### config.mk
export PLATFORM = sky130hd
export DESIGN_NAME = sprite_rom_arbiter
export DESIGN_NICKNAME = d
export VERILOG_FILES = /design/src/rtl/sprite_arb_pkg.sv /design/src/rtl/sprite_rom_arbiter_rr.sv /design/src/rtl/sprite_rom_arbiter.sv
export SDC_FILE = /design/constraint.sdc
export NUM_CORES = 1
export LEC_CHECK = 0
export CORE_AREA = 2 2 105 132
export CTS_CLUSTER_SIZE = 16
export DETAILED_ROUTE_END_ITERATION = 8
export DIE_AREA = 0 0 107 134
export PLACE_DENSITY = 0.75
export SYNTH_ARGS = -nofsm -noshare
export SYNTH_HDL_FRONTEND = slang
export SYNTH_SLANG_ARGS = --single-unit
export TNS_END_PERCENT = 100
### constraint.sdc
create_clock -name Clk -period 2.85 [get_ports Clk]
set_input_delay 0.285 -clock Clk [delete_from_list [all_inputs] [get_ports Clk]]
set_output_delay 0.285 -clock Clk [all_outputs]
set_load 0.01 [all_outputs]
### src/rtl/sprite_arb_pkg.sv
// Shared constants and types for the sprite memory read-port arbiter.
// The tag index is sized for up to four requesters.
package sprite_arb_pkg;

  localparam int REQ_PACMAN   = 0;
  localparam int REQ_REDGHOST = 1;
  localparam int REQ_ITEMS    = 2;
  localparam int REQ_SPARE    = 3;

  localparam int N_REQ_DEF   = 4;
  localparam int ADDR_W_DEF  = 12;
  localparam int DATA_W_DEF  = 24;
  localparam int MEM_LAT_DEF = 1;

  localparam int IDX_W = $clog2(N_REQ_DEF);

  typedef struct packed {
    logic             valid;
    logic [IDX_W-1:0] idx;
  } tag_t;

endpackage

### src/rtl/sprite_rom_arbiter_rr.sv
// Round-robin arbiter: searches from last_grant+1, wrapping modulo N.
// The pointer moves only when a grant is issued and advance is high.
module rr_arbiter #(
  parameter int N = 4
) (
  input  logic         i_clk,
  input  logic         i_rst,
  input  logic [N-1:0] i_eligible,
  input  logic         i_advance,
  output logic [N-1:0] o_grant
);

  localparam int IW = (N > 1) ? $clog2(N) : 1;

  logic [IW-1:0] r_last;
  logic [IW-1:0] w_gnt_idx;
  logic [IW-1:0] w_cand;
  logic          w_any;
  int            w_sum;

  always_comb begin
    o_grant   = '0;
    w_gnt_idx = r_last;
    w_cand    = '0;
    w_any     = 1'b0;
    w_sum     = 0;
    for (int k = 1; k <= N; k++) begin
      w_sum = int'(r_last) + k;
      if (w_sum >= N) w_sum = w_sum - N;
      w_cand = IW'(w_sum);
      if (!w_any && i_eligible[w_cand]) begin
        o_grant[w_cand] = 1'b1;
        w_gnt_idx       = w_cand;
        w_any           = 1'b1;
      end
    end
  end

  // Reset to N-1 so requester 0 is first in line.
  always_ff @(posedge i_clk) begin
    if (i_rst) begin
      r_last <= IW'(N - 1);
    end else if (i_advance && w_any) begin
      r_last <= w_gnt_idx;
    end
  end

endmodule

### src/rtl/sprite_rom_arbiter.sv
// Shares one fixed-latency sprite memory read port between up to four
// requesters with round-robin grants and a one-deep response buffer each.
module sprite_rom_arbiter
  import sprite_arb_pkg::*;
#(
  parameter int N_REQ   = N_REQ_DEF,
  parameter int ADDR_W  = ADDR_W_DEF,
  parameter int DATA_W  = DATA_W_DEF,
  parameter int MEM_LAT = MEM_LAT_DEF
) (
  input  logic                      Clk,
  input  logic                      Reset,
  input  logic [N_REQ-1:0]          req_valid,
  input  logic [N_REQ*ADDR_W-1:0]   req_addr,
  output logic [N_REQ-1:0]          req_ready,
  output logic [N_REQ-1:0]          rsp_valid,
  output logic [N_REQ*DATA_W-1:0]   rsp_data,
  input  logic [N_REQ-1:0]          rsp_ready,
  output logic                      mem_rd,
  output logic [ADDR_W-1:0]         mem_addr,
  input  logic [DATA_W-1:0]         mem_data
);

  // Handshake: a request moves when req_valid[i] & req_ready[i]; a response
  // moves when rsp_valid[i] & rsp_ready[i]. req_ready is at most one-hot.

  logic [N_REQ-1:0]  w_eligible;
  logic [N_REQ-1:0]  w_grant;
  logic [N_REQ-1:0]  w_fill;
  logic [N_REQ-1:0]  r_inflight;
  logic [N_REQ-1:0]  r_rsp_valid;
  logic [DATA_W-1:0] r_rsp_data [N_REQ];
  logic [IDX_W-1:0]  w_gnt_idx;
  logic [ADDR_W-1:0] w_addr;
  tag_t              r_tag [MEM_LAT];
  tag_t              w_tag_in;
  tag_t              w_tag_out;

  // A buffer being drained this cycle can accept the next read.
  always_comb begin
    for (int i = 0; i < N_REQ; i++) begin
      w_eligible[i] = req_valid[i] && !r_inflight[i] &&
                      (!r_rsp_valid[i] || rsp_ready[i]);
    end
  end

  rr_arbiter #(
    .N (N_REQ)
  ) u_rr (
    .i_clk      (Clk),
    .i_rst      (Reset),
    .i_eligible (w_eligible),
    .i_advance  (!Reset),
    .o_grant    (w_grant)
  );

  assign req_ready = w_grant & {N_REQ{!Reset}};

  always_comb begin
    w_gnt_idx = '0;
    w_addr    = '0;
    for (int i = 0; i < N_REQ; i++) begin
      if (req_ready[i]) begin
        w_gnt_idx = IDX_W'(i);
        w_addr    = req_addr[i*ADDR_W +: ADDR_W];
      end
    end
  end

  assign mem_rd   = |req_ready;
  assign mem_addr = w_addr;

  assign w_tag_in  = '{valid: mem_rd, idx: w_gnt_idx};
  assign w_tag_out = r_tag[MEM_LAT-1];

  always_ff @(posedge Clk) begin
    if (Reset) begin
      for (int k = 0; k < MEM_LAT; k++) r_tag[k] <= '0;
    end else begin
      r_tag[0] <= w_tag_in;
      for (int k = 1; k < MEM_LAT; k++) r_tag[k] <= r_tag[k-1];
    end
  end

  always_comb begin
    for (int i = 0; i < N_REQ; i++) begin
      w_fill[i] = w_tag_out.valid && (w_tag_out.idx == IDX_W'(i));
    end
  end

  // Clearing the tag pipe on reset is what discards pre-reset read data.
  always_ff @(posedge Clk) begin
    if (Reset) begin
      r_inflight  <= '0;
      r_rsp_valid <= '0;
      for (int i = 0; i < N_REQ; i++) r_rsp_data[i] <= '0;
    end else begin
      r_inflight <= (r_inflight & ~w_fill) | req_ready;
      for (int i = 0; i < N_REQ; i++) begin
        if (w_fill[i]) begin
          r_rsp_valid[i] <= 1'b1;
          r_rsp_data[i]  <= mem_data;
        end else if (rsp_ready[i]) begin
          r_rsp_valid[i] <= 1'b0;
        end
      end
    end
  end

  assign rsp_valid = r_rsp_valid;

  always_comb begin
    rsp_data = '0;
    for (int i = 0; i < N_REQ; i++) begin
      rsp_data[i*DATA_W +: DATA_W] = r_rsp_data[i];
    end
  end

endmodule

==> impl_metrics.py, run 1 <==
metrics = {
    "placement": {
        "dpl.hpwl_mm": 10.7,
        "globalplace.congestion": 0.963,
        "dp_slack_ns": -1.00,
        "place_area_um2": 7650,
        "dp.cells": 793,
        "port_buffers": 198,
    },
    "power_and_ir_drop": {
        "peakVddDrop_mv": 0.660,
        "pwr_density_cell_nw_per_um2": 966,
        "p_leak_nw": 3.38,
    },
    "critical_path": {
        "cp.arrival_ns": 3.10,
        "reg2reg_setup_slack_ns": 0.21,
        "rr_worst_depth": 10,
        "end_kind": "output pin",
        "reg2reg_from": "rsp_valid[2]",
        "crit_fanout": 8,
        "crit_path_max_incr_delay_ns": 0.51,
        "critPathKind": "reg -> out",
        "required_ns": 2.57,
        "r2r_end": "r_tag[0][2]",
        "cp-start-kind": "flip-flop",
        "slowest_stage": "mux4_2",
        "path_cells": "nor2b_4 -> or2_4 -> mux4_2 -> and3_4 -> o41ai_4 -> buf_4 -> nor2_4 -> a31o_2 -> a221o_1 -> buf_2",
    },
    "global_routing": {
        "grt-ovfl-total": 0,
        "grt.total_usage_pct": 20.1,
        "grt_pass1_wl_mm": 22.4,
        "grt_max_degree": 52,
        "grt_pass1_vias": 4287,
        "antenna_found_initial": 0,
    },
    "clock_network": {
        "cts.sinks": 109,
        "cts_root_buffer": "clkbuf_16",
        "cts_tree": "done",
        "htree_levels": 3,
        "cts_made_buffers": 9,
        "ctsHoldBuffers": 0,
        "clock_path_buffers": 2,
        "clkLatencyLatePin_ns": 0.33,
        "clkTransAtPathRegs_ns": 0.07,
    },
    "synthesis": {
        "synthDistinctLibCells": 58,
        "synth.avg_cell_area_um2": 13.0,
        "yosys_warnings": 0,
        "ys_async_sr_fraction_pct": 0,
        "ys_ff_latch": 109,
        "synth-main-ff-cell": "edfxtp_1",
        "synthesis.nets": 484,
        "synth_edf_count": 96,
        "synth.yosys.seq_area_share_pct": 61.4,
        "syn_inst": 394,
        "syn_area_um2": 5120,
    },
    "timing": {
        "hold_viol_final": 0,
        "fin_ws_ns": -0.537,
        "rsz0062_at_grt": "true",
        "period_needed_ns": 3.39,
        "slew_viol_final": 0,
        "skew_ns": 0.00479,
        "maxSlewHeadroom_pct": 72.9,
        "min_period_over_period_pct": 119,
        "hold_ws_ns": 0.261,
        "worstMarginPinSlew_ns": 0.404,
        "setup_viol": 14,
        "timing.fmax_ghz": 0.295,
    },
    "final_layout": {
        "n_fill_cell": 974,
        "seqCellArea_um2": 3150,
        "diodes": 0,
        "multi_input_area_um2": 1980,
        "drive_gt1_share_pct": 23.7,
        "fin_nets": 734,
        "instances_no_fill": 820,
        "areaGrowthSynthToFinish_pct": 59.0,
        "final_core_utilization_pct": 62.1,
        "post-route-cell-area_um2": 8140,
    },
    "die": {
        "num_io_pins": 199,
        "die_h_um": 134,
        "start_util_pct": 39.0,
        "dieArea_um2": 14300,
        "rows": 47,
        "core_um2": 13100,
        "fp.dieW_um": 107,
    },
    "route": {
        "viasPerCell": 5.13,
        "vias": 4210,
        "wl_mm": 14.6,
        "drc": 0,
        "drtPass1Iterations": 5,
        "drt_iter0_markers": 177,
        "drt-wirelength-per-cell_um": 17.9,
        "drtAntennaViolNets": 0,
    },
    "hold_path": {
        "hold_path_class": "in -> reg",
        "min_from": "rsp_ready[3]",
        "hold-path-cell-count": 3,
        "holdPathEnd": "rsp_valid[3]",
    },
    "run": {
        "maxCapViolCount": 0,
    },
    "outcome": {
        "status": "complete, but fails checks",
        "violations": "negative setup slack",
    },
}
metrics by stage:
stage / power, mW / setup TNS, ns
final: 7.86 / -6.29
after global routing: 8.28 / -8.31
after CTS: 7.65 / -7.09
after detailed placement: 6.37 / -14.96
after global placement: 6.29 / -13.99
after floorplan: 4.31 / 0
placed cells by master (no fill, tap or decap), drive strengths merged, types with 2 or more instances in the layout:
cell type | netlist | final
o32a | 2 | 2
nor2b | 3 | 3
a21oi | 13 | 13
nand2 | 21 | 21
a22o | 2 | 2
nand3 | 10 | 10
a31o | 11 | 11
o21bai | 2 | 2
o21ai | 5 | 5
and2 | 61 | 61
buf | 6 | 79
a21o | 3 | 3
clkbuf | 16 | 9
a22oi | 2 | 2
o22ai | 2 | 2
nor2 | 12 | 13
dlygate4sd2 | 0 | 2
clkinv | 3 | 4
edfxtp | 96 | 96
o2bb2ai | 2 | 2
nand2b | 5 | 5
or3 | 2 | 2
clkdlybuf4s50 | 0 | 176
dfxtp | 13 | 13
a221o | 10 | 10
mux4 | 5 | 5
a211oi | 3 | 3
dlymetal6s2s | 0 | 3
nor3 | 2 | 2
inv | 6 | 12
ha | 8 | 8
and3 | 56 | 56
registers in the layout, indices dropped and copies added, names as in the netlist:
name and cells:
r_inflight 4, r_rsp_data 96, u_rr.r_last 2, r_tag 3
rsp_valid 4
repair_timing:
item / 4_1_cts / 5_1_grt
hold endpoints to repair: 0 / 0
cloned: 2 / 0
pin swaps: 32 / 22
endpoints found under the setup margin: 18 / 17
setup buffers: 6 / 3
resized for setup: 93 / 27
worst max-delay path by stage:
stage	cells past startpoint	end	startpoint
floorplan	9	mem_addr[4]	rsp_valid[2]
global placement	10	mem_addr[10]	rsp_ready[2]
detailed placement	10	mem_addr[10]	rsp_ready[0]
CTS	10	mem_addr[9]	r_inflight[2]
global route	10	mem_addr[9]	rsp_valid[2]
finish	10	mem_addr[3]	rsp_valid[2]
metal layers:
| metal | share of wire, % | wire, µm | GRT usage [%] | vias up |
|---|---|---|---|---|
| li1 | - | - | - | 1973 |
| met1 | 38 | 5630 | 23.4 | 2005 |
| met2 | 53 | 7710 | 36.8 | 212 |
| met3 | 7.1 | 1040 | 3.50 | 20 |
| met4 | 1.8 | 257 | 6.85 | 0 |
| met5 | 0 | 0 | 0 | - |
power by group:
group	internal [mW]	switching, mW
combinational	2.30	2.10
clock	0.615	0.560
sequential	2.15	0.141
total	5.06	2.80
critical path: cells and delay by family, from the launching register on:
family                 cells  cell delay [ns]
flip-flops                 1             0.33
multiplexers               1             0.51
AND/OR/NAND/NOR            4             0.63
buffers and inverters      2             0.36
AO/OA/AOI/OAI              3             0.94
final cells by class:
type                            instances  area share (%)
Sequential cell                       109            38.7
Timing Repair Buffer                  260            30.3
Multi-Input combinational cell        255            24.3
Clock buffer                            9            2.77
Tap cell                              171            2.63
Clock inverter                          7           0.753
Inverter                                9           0.523
cells by family after synthesis:
family	count (synthesis)	share of synthesized area, %
simple gates	177	21.1
xor+xnor	1	0.171
flops	109	61.4
compound gates	63	10.1
fa+ha+maj	8	1.96
buf+inv	31	3.08
mux	5	2.20
synth_stat cells (all sizes together), types with 3 or more instances:
master / count / area [µm²]
a211oi: 3 / 22.5
a21o: 3 / 22.5
a21oi: 13 / 68.8
a221o: 10 / 100
a31o: 11 / 96.3
and2: 61 / 389
and3: 56 / 358
buf: 6 / 51.3
clkbuf: 16 / 70.1
clkinv: 3 / 11.3
dfxtp: 13 / 260
edfxtp: 96 / 2880
ha: 8 / 100
inv: 6 / 25.0
mux4: 5 / 113
nand2: 21 / 78.8
nand2b: 5 / 43.8
nand3: 10 / 55.1
nor2: 12 / 47.6
nor2b: 3 / 26.3
o21ai: 5 / 25.0
Note: power is estimated with default switching activity, not from simulation.
==> run 2, diff against run 1 <==
CORE_AREA = 2 2 117 119   (was 2 2 105 132)
DIE_AREA = 0 0 119 121   (was 0 0 107 134)
MAX_ROUTING_LAYER = met4   (was not set)
==> run 2 against run 1 <==
  * The flow still finishes with violations (negative setup slack)
  * Core utilization increased by 0.70 points
  * Combinational power decreased by 0.9%
  * Clock-buffer cell count increased by 4
  * First-iteration DRC count increased by 120%
  * Critical path type unchanged
==> impl_metrics.py, run 2 (synthesis gave the netlist of run 1 again) <==
metrics = {
    "global_routing": {
        "grt-ovfl-total": 0,
        "grt_max_degree": 47,
        "antenna_found_initial": 0,
        "grt_pass1_vias": 4212,
        "grt_pass1_wl_mm": 23.1,
        "grt.total_usage_pct": 21.3,
    },
    "critical_path": {
        "cp-start-kind": "flip-flop",
        "critPathKind": "reg -> out",
        "slowest_stage": "mux4_2",
        "crit_family": "compound AO/OA/AOI/OAI gates",
        "crit_path_max_incr_delay_ns": 0.50,
        "crit_fanout": 7,
        "path_cells": "nand2b_4 -> or2_4 -> mux4_2 -> and3_4 -> o41ai_4 -> buf_4 -> nor2_4 -> a31o_4 -> a221o_1 -> buf_2",
        "required_ns": 2.57,
        "end_kind": "output pin",
        "critPathBufInv": 2,
        "reg2reg_setup_slack_ns": 0.20,
        "cp.arrival_ns": 3.03,
    },
    "placement": {
        "port_buffers": 198,
        "dpl.hpwl_mm": 10.7,
        "dp_slack_ns": -0.943,
        "globalplace.congestion": 0.899,
        "place_area_um2": 7670,
    },
    "timing": {
        "rsz0062_at_grt": "true",
        "worstMarginPinSlew_ns": 0.920,
        "timing.fmax_ghz": 0.302,
        "period_needed_ns": 3.31,
        "setup_tns_ns": -5.63,
        "maxSlewHeadroom_pct": 38.7,
        "skew_ns": 0.00582,
        "fin_ws_ns": -0.461,
        "setup_viol": 14,
        "min_period_over_period_pct": 116,
        "hold_viol_final": 0,
        "slew_viol_final": 0,
    },
    "outcome": {
        "violations": "negative setup slack",
        "status": "complete, but fails checks",
    },
    "route": {
        "drtPass1Iterations": 5,
        "drt_iter0_markers": 398,
        "vias": 4259,
        "drc": 0,
        "drtAntennaViolNets": 0,
        "drt-wirelength-per-cell_um": 18.2,
        "viasPerCell": 5.14,
        "wl_mm": 15.1,
    },
    "power_and_ir_drop": {
        "comb_power_share_pct": 54.6,
        "power_switching_mw": 2.78,
        "finalPower_mw": 7.99,
        "p_seq_share_pct": 28.6,
        "peakVddDrop_mv": 0.421,
        "swShare_pct": 34.7,
        "p_leak_nw": 3.42,
        "pwr_density_cell_nw_per_um2": 973,
        "p_int_mw": 5.22,
        "clockPowerShare_pct": 16.8,
    },
    "die": {
        "core_um2": 13100,
        "rows": 42,
        "num_io_pins": 199,
        "die_h_um": 121,
        "dieArea_um2": 14400,
        "start_util_pct": 39.1,
        "fp.dieW_um": 119,
    },
    "final_layout": {
        "final_common_cell": "clkdlybuf4s50_1",
        "largest_register_ffs": 96,
        "largest_register": "r_rsp_data",
        "fin_nets": 737,
        "diodes": 0,
        "drive_gt1_share_pct": 25.0,
        "areaGrowthSynthToFinish_pct": 60.5,
        "layout_common_cells": "clkdlybuf4s50_1, edfxtp_1, buf_4",
        "post-route-cell-area_um2": 8210,
    },
    "clock_network": {
        "htree_levels": 3,
        "clkTransAtPathRegs_ns": 0.07,
        "cts.sinks": 109,
        "cts_tree": "done",
        "cts_made_buffers": 9,
        "cts_root_buffer": "clkbuf_16",
        "clkLatencyLatePin_ns": 0.34,
        "clock_path_buffers": 2,
    },
    "run": {
        "maxCapViolCount": 0,
    },
    "hold_path": {
        "hold_path_class": "in -> reg",
    },
}
[run 2: cell types whose count changed in the layout (fill, tap and decap cells not counted), moves of 3 or more]
cell      before  now
clkbuf_1       0    3
inv_6          4    1
and2_4         3    9
buf_6         13   10
and2_0         9    4
buf_4         51   56
[run 2: area by class of cell]
| type | instances | area (µm²) |
|---|---|---|
| Fill cell | 977 | 4870 |
| Sequential cell | 109 | 3150 |
| Timing Repair Buffer | 263 | 2470 |
| Multi-Input combinational cell | 255 | 2000 |
| Clock buffer | 13 | 250 |
| Tap cell | 176 | 220 |
| Clock inverter | 3 | 68.8 |
| Inverter | 9 | 42.5 |
[run 2: power groups by stage]
stage	Combinational, mW	Sequential, mW	Clock, mW
after CTS	4.24	2.29	1.36
after global placement	4.02	2.31	0
after global routing	4.67	2.33	1.41
after floorplan	1.86	2.45	0
final	4.36	2.29	1.34
after detailed placement	4.05	2.32	0
[run 2: repair_timing]
action,in CTS,in global routing
buffers inserted,11,5
endpoints found under the setup margin,17,17
hold buffers,0,0
resized for setup,95,34
pin swaps,27,35
cloned,2,0
[run 2: final timing paths]
kind	startpoint	to	cells after the start
worst max-delay path	r_inflight[2]	mem_addr[10]	10
worst min-delay path	rsp_ready[3]	rsp_valid[3]	3
worst max register to register	r_inflight[2]	r_tag[0][2]	10
worst min register to register	r_inflight[2]	r_inflight[2]	1
[run 2: stage by stage]
stage                     cells  utilization (%)  hold slack (ns)
final                       828             62.8            0.281
after global routing        828             62.8            0.291
after CTS                   827             62.3            0.490
after detailed placement    799             58.7            0.484
after global placement      799             58.7            0.482
after floorplan             394                -            0.447
[run 2: metal layers]
| layer | wire, µm | share of wire [%] | track usage, % |
|---|---|---|---|
| met1 | 6510 | 43 | 27.8 |
| met2 | 7370 | 49 | 33.8 |
| met3 | 887 | 5.9 | 3.67 |
| met4 | 286 | 1.9 | 7.81 |
| met5 | 0 | 0 | - |
[run 2: worst min-delay path, stage by stage]
cell and delay [ns]:
dlymetal6s2s_1 0.10, nand2b_4 0.14, o21bai_1 0.06
==> run 3, diff against run 2 <==
SKIP_LAST_GASP = 1   (was not set)
==> run 3 against run 2 <==
  * The run still ends with negative setup slack left
  * Clock skew is essentially flat
  * Routed wire length up 0.30%
  * Core utilization unchanged
  * Combinational power hardly changed
  * Cell area unchanged
  * Cell count unchanged
  * Total power barely moved
  * Register-to-register slack is essentially flat
  * Sequential share of layout area unchanged
  * Critical path type unchanged
  * Largest power group unchanged
==> impl_metrics.py, run 3 (synthesis gave the netlist of run 1 again) <==
metrics = {
    "outcome": {
        "status": "complete, but fails checks",
        "violations": "negative setup slack",
    },
    "route": {
        "drtPass1Iterations": 5,
        "highest_layer": "met4",
        "viasPerCell": 5.13,
        "drt-wirelength-per-cell_um": 18.2,
        "drtAntennaViolNets": 0,
        "routed-wl-met2_mm": 7.45,
        "met3_length_um": 818,
        "drt_iter0_markers": 418,
        "drc": 0,
        "wl_met1_mm": 6.58,
        "vias": 4249,
        "wl_mm": 15.1,
    },
    "power_and_ir_drop": {
        "power_switching_mw": 2.79,
        "peakVddDrop_mv": 0.424,
        "comb_power_share_pct": 54.5,
        "p_int_mw": 5.21,
        "clockPowerShare_pct": 16.8,
        "p_leak_nw": 3.41,
        "finalPower_mw": 8.00,
        "pwr_density_cell_nw_per_um2": 974,
        "p_seq_share_pct": 28.6,
        "swShare_pct": 34.8,
    },
    "hold_path": {
        "hold_path_class": "in -> reg",
    },
    "clock_network": {
        "clock_path_buffers": 2,
        "cts_tree": "done",
        "cts_root_buffer": "clkbuf_16",
        "ctsHoldBuffers": 0,
        "clkLatencyLatePin_ns": 0.34,
        "clkTransAtPathRegs_ns": 0.07,
        "cts_made_buffers": 9,
        "cts.sinks": 109,
        "htree_levels": 3,
    },
    "die": {
        "die_h_um": 121,
        "rows": 42,
        "num_io_pins": 199,
        "dieArea_um2": 14400,
        "fp.dieW_um": 119,
        "start_util_pct": 39.1,
        "core_um2": 13100,
    },
    "final_layout": {
        "post-route-cell-area_um2": 8210,
        "areaGrowthSynthToFinish_pct": 60.5,
        "largest_register_ffs": 96,
        "diodes": 0,
        "layout_common_cells": "clkdlybuf4s50_1, edfxtp_1, buf_4",
        "drive_gt1_share_pct": 25.0,
        "fin_nets": 737,
        "final_common_cell": "clkdlybuf4s50_1",
        "largest_register": "r_rsp_data",
    },
    "critical_path": {
        "crit_path_end": "mem_addr[10]",
        "cp-startpoint": "r_inflight[2]",
        "critPathKind": "reg -> out",
        "crit_fanout": 7,
        "cp.arrival_ns": 3.03,
        "required_ns": 2.57,
        "end_kind": "output pin",
        "rr_worst_depth": 10,
        "reg2reg_from": "r_inflight[2]",
        "cp-start-kind": "flip-flop",
        "r2r_end": "r_tag[0][2]",
        "reg2reg_setup_slack_ns": 0.20,
        "slowest_stage": "mux4_2",
        "crit_path_max_incr_delay_ns": 0.50,
        "path_cells": "nand2b_4 -> or2_4 -> mux4_2 -> and3_4 -> o41ai_4 -> buf_4 -> nor2_4 -> a31o_4 -> a221o_1 -> buf_2",
    },
    "placement": {
        "globalplace.congestion": 0.899,
        "port_buffers": 198,
        "dpl.hpwl_mm": 10.7,
        "place_area_um2": 7670,
    },
    "timing": {
        "rsz0062_at_grt": "true",
        "setup_viol": 14,
        "skew_ns": 0.00625,
        "maxSlewHeadroom_pct": 38.5,
        "fin_ws_ns": -0.461,
        "hold_viol_final": 0,
        "timing.fmax_ghz": 0.302,
        "slew_viol_final": 0,
        "worstMarginPinSlew_ns": 0.922,
        "min_period_over_period_pct": 116,
        "period_needed_ns": 3.31,
    },
    "global_routing": {
        "antenna_found_initial": 0,
        "grt.total_usage_pct": 21.3,
        "grt_pass1_wl_mm": 23.0,
        "grt-ovfl-total": 0,
        "grt_pass1_vias": 4210,
        "grt_max_degree": 47,
    },
    "run": {
        "maxCapViolCount": 0,
    },
}
==> run 3: per-layer routing <==
layer	vias to the layer above	track usage, %
met2	196	33.8
met1	2050	27.8
met4	0	7.81
met3	19	3.67
met5	-	-
li1	1984	-
==> run 3: critical path: cells and delay by family (launching register included) <==
family | cells | cell delay (ns)
flops | 1 | 0.32
simple gates | 4 | 0.62
buf+inv | 2 | 0.35
compound gates | 3 | 0.88
mux | 1 | 0.50
==> run 3: per-stage QoR <==
step | utilization (%) | std cells | TNS [ns] | worst slack (ns) | hold WS (ns)
6_report | 62.8 | 828 | -5.62 | -0.461 | 0.278
5_1_grt | 62.8 | 828 | -7.24 | -0.558 | 0.291
4_1_cts | 62.2 | 827 | -6.88 | -0.556 | 0.490
3_5_place_dp | 58.7 | 799 | -14.26 | -0.943 | 0.484
3_3_place_gp | 58.7 | 799 | -13.38 | -0.892 | 0.482
2_1_floorplan | - | 394 | 0 | 0.00460 | 0.447
==> run 3: what timing repair did <==
| item | 4_1_cts | 5_1_grt |
|---|---|---|
| pin swaps | 26 | 35 |
| gates cloned | 2 | 0 |
| setup buffers | 11 | 5 |
| gates resized for setup | 94 | 33 |
| setup endpoints to repair | 17 | 17 |
==> run 3: cell type report <==
cell class                      count  area, µm²
Clock buffer                       13        250
Clock inverter                      3       68.8
Fill cell                         978       4870
Inverter                            9       42.5
Multi-Input combinational cell    255       2000
Sequential cell                   109       3150
Tap cell                          176        220
Timing Repair Buffer              263       2470
==> run 3: worst min path at each step <==
stage                   from  cells after the start            end
2_1_floorplan  r_inflight[1]                      2  r_inflight[1]
3_3_place_gp   r_inflight[1]                      2  r_inflight[1]
3_5_place_dp   r_inflight[2]                      1  r_inflight[2]
4_1_cts        r_inflight[2]                      1  r_inflight[2]
5_1_grt         rsp_ready[3]                      3   rsp_valid[3]
6_report        rsp_ready[3]                      3   rsp_valid[3]
==> run 3: power groups by stage <==
stage               Clock (mW)  Combinational [mW]  Sequential [mW]
global route              1.41                4.67             2.33
CTS                       1.36                4.24             2.29
floorplan                    0                1.86             2.45
global placement             0                4.02             2.31
detailed placement           0                4.05             2.32
finish                    1.35                4.36             2.29
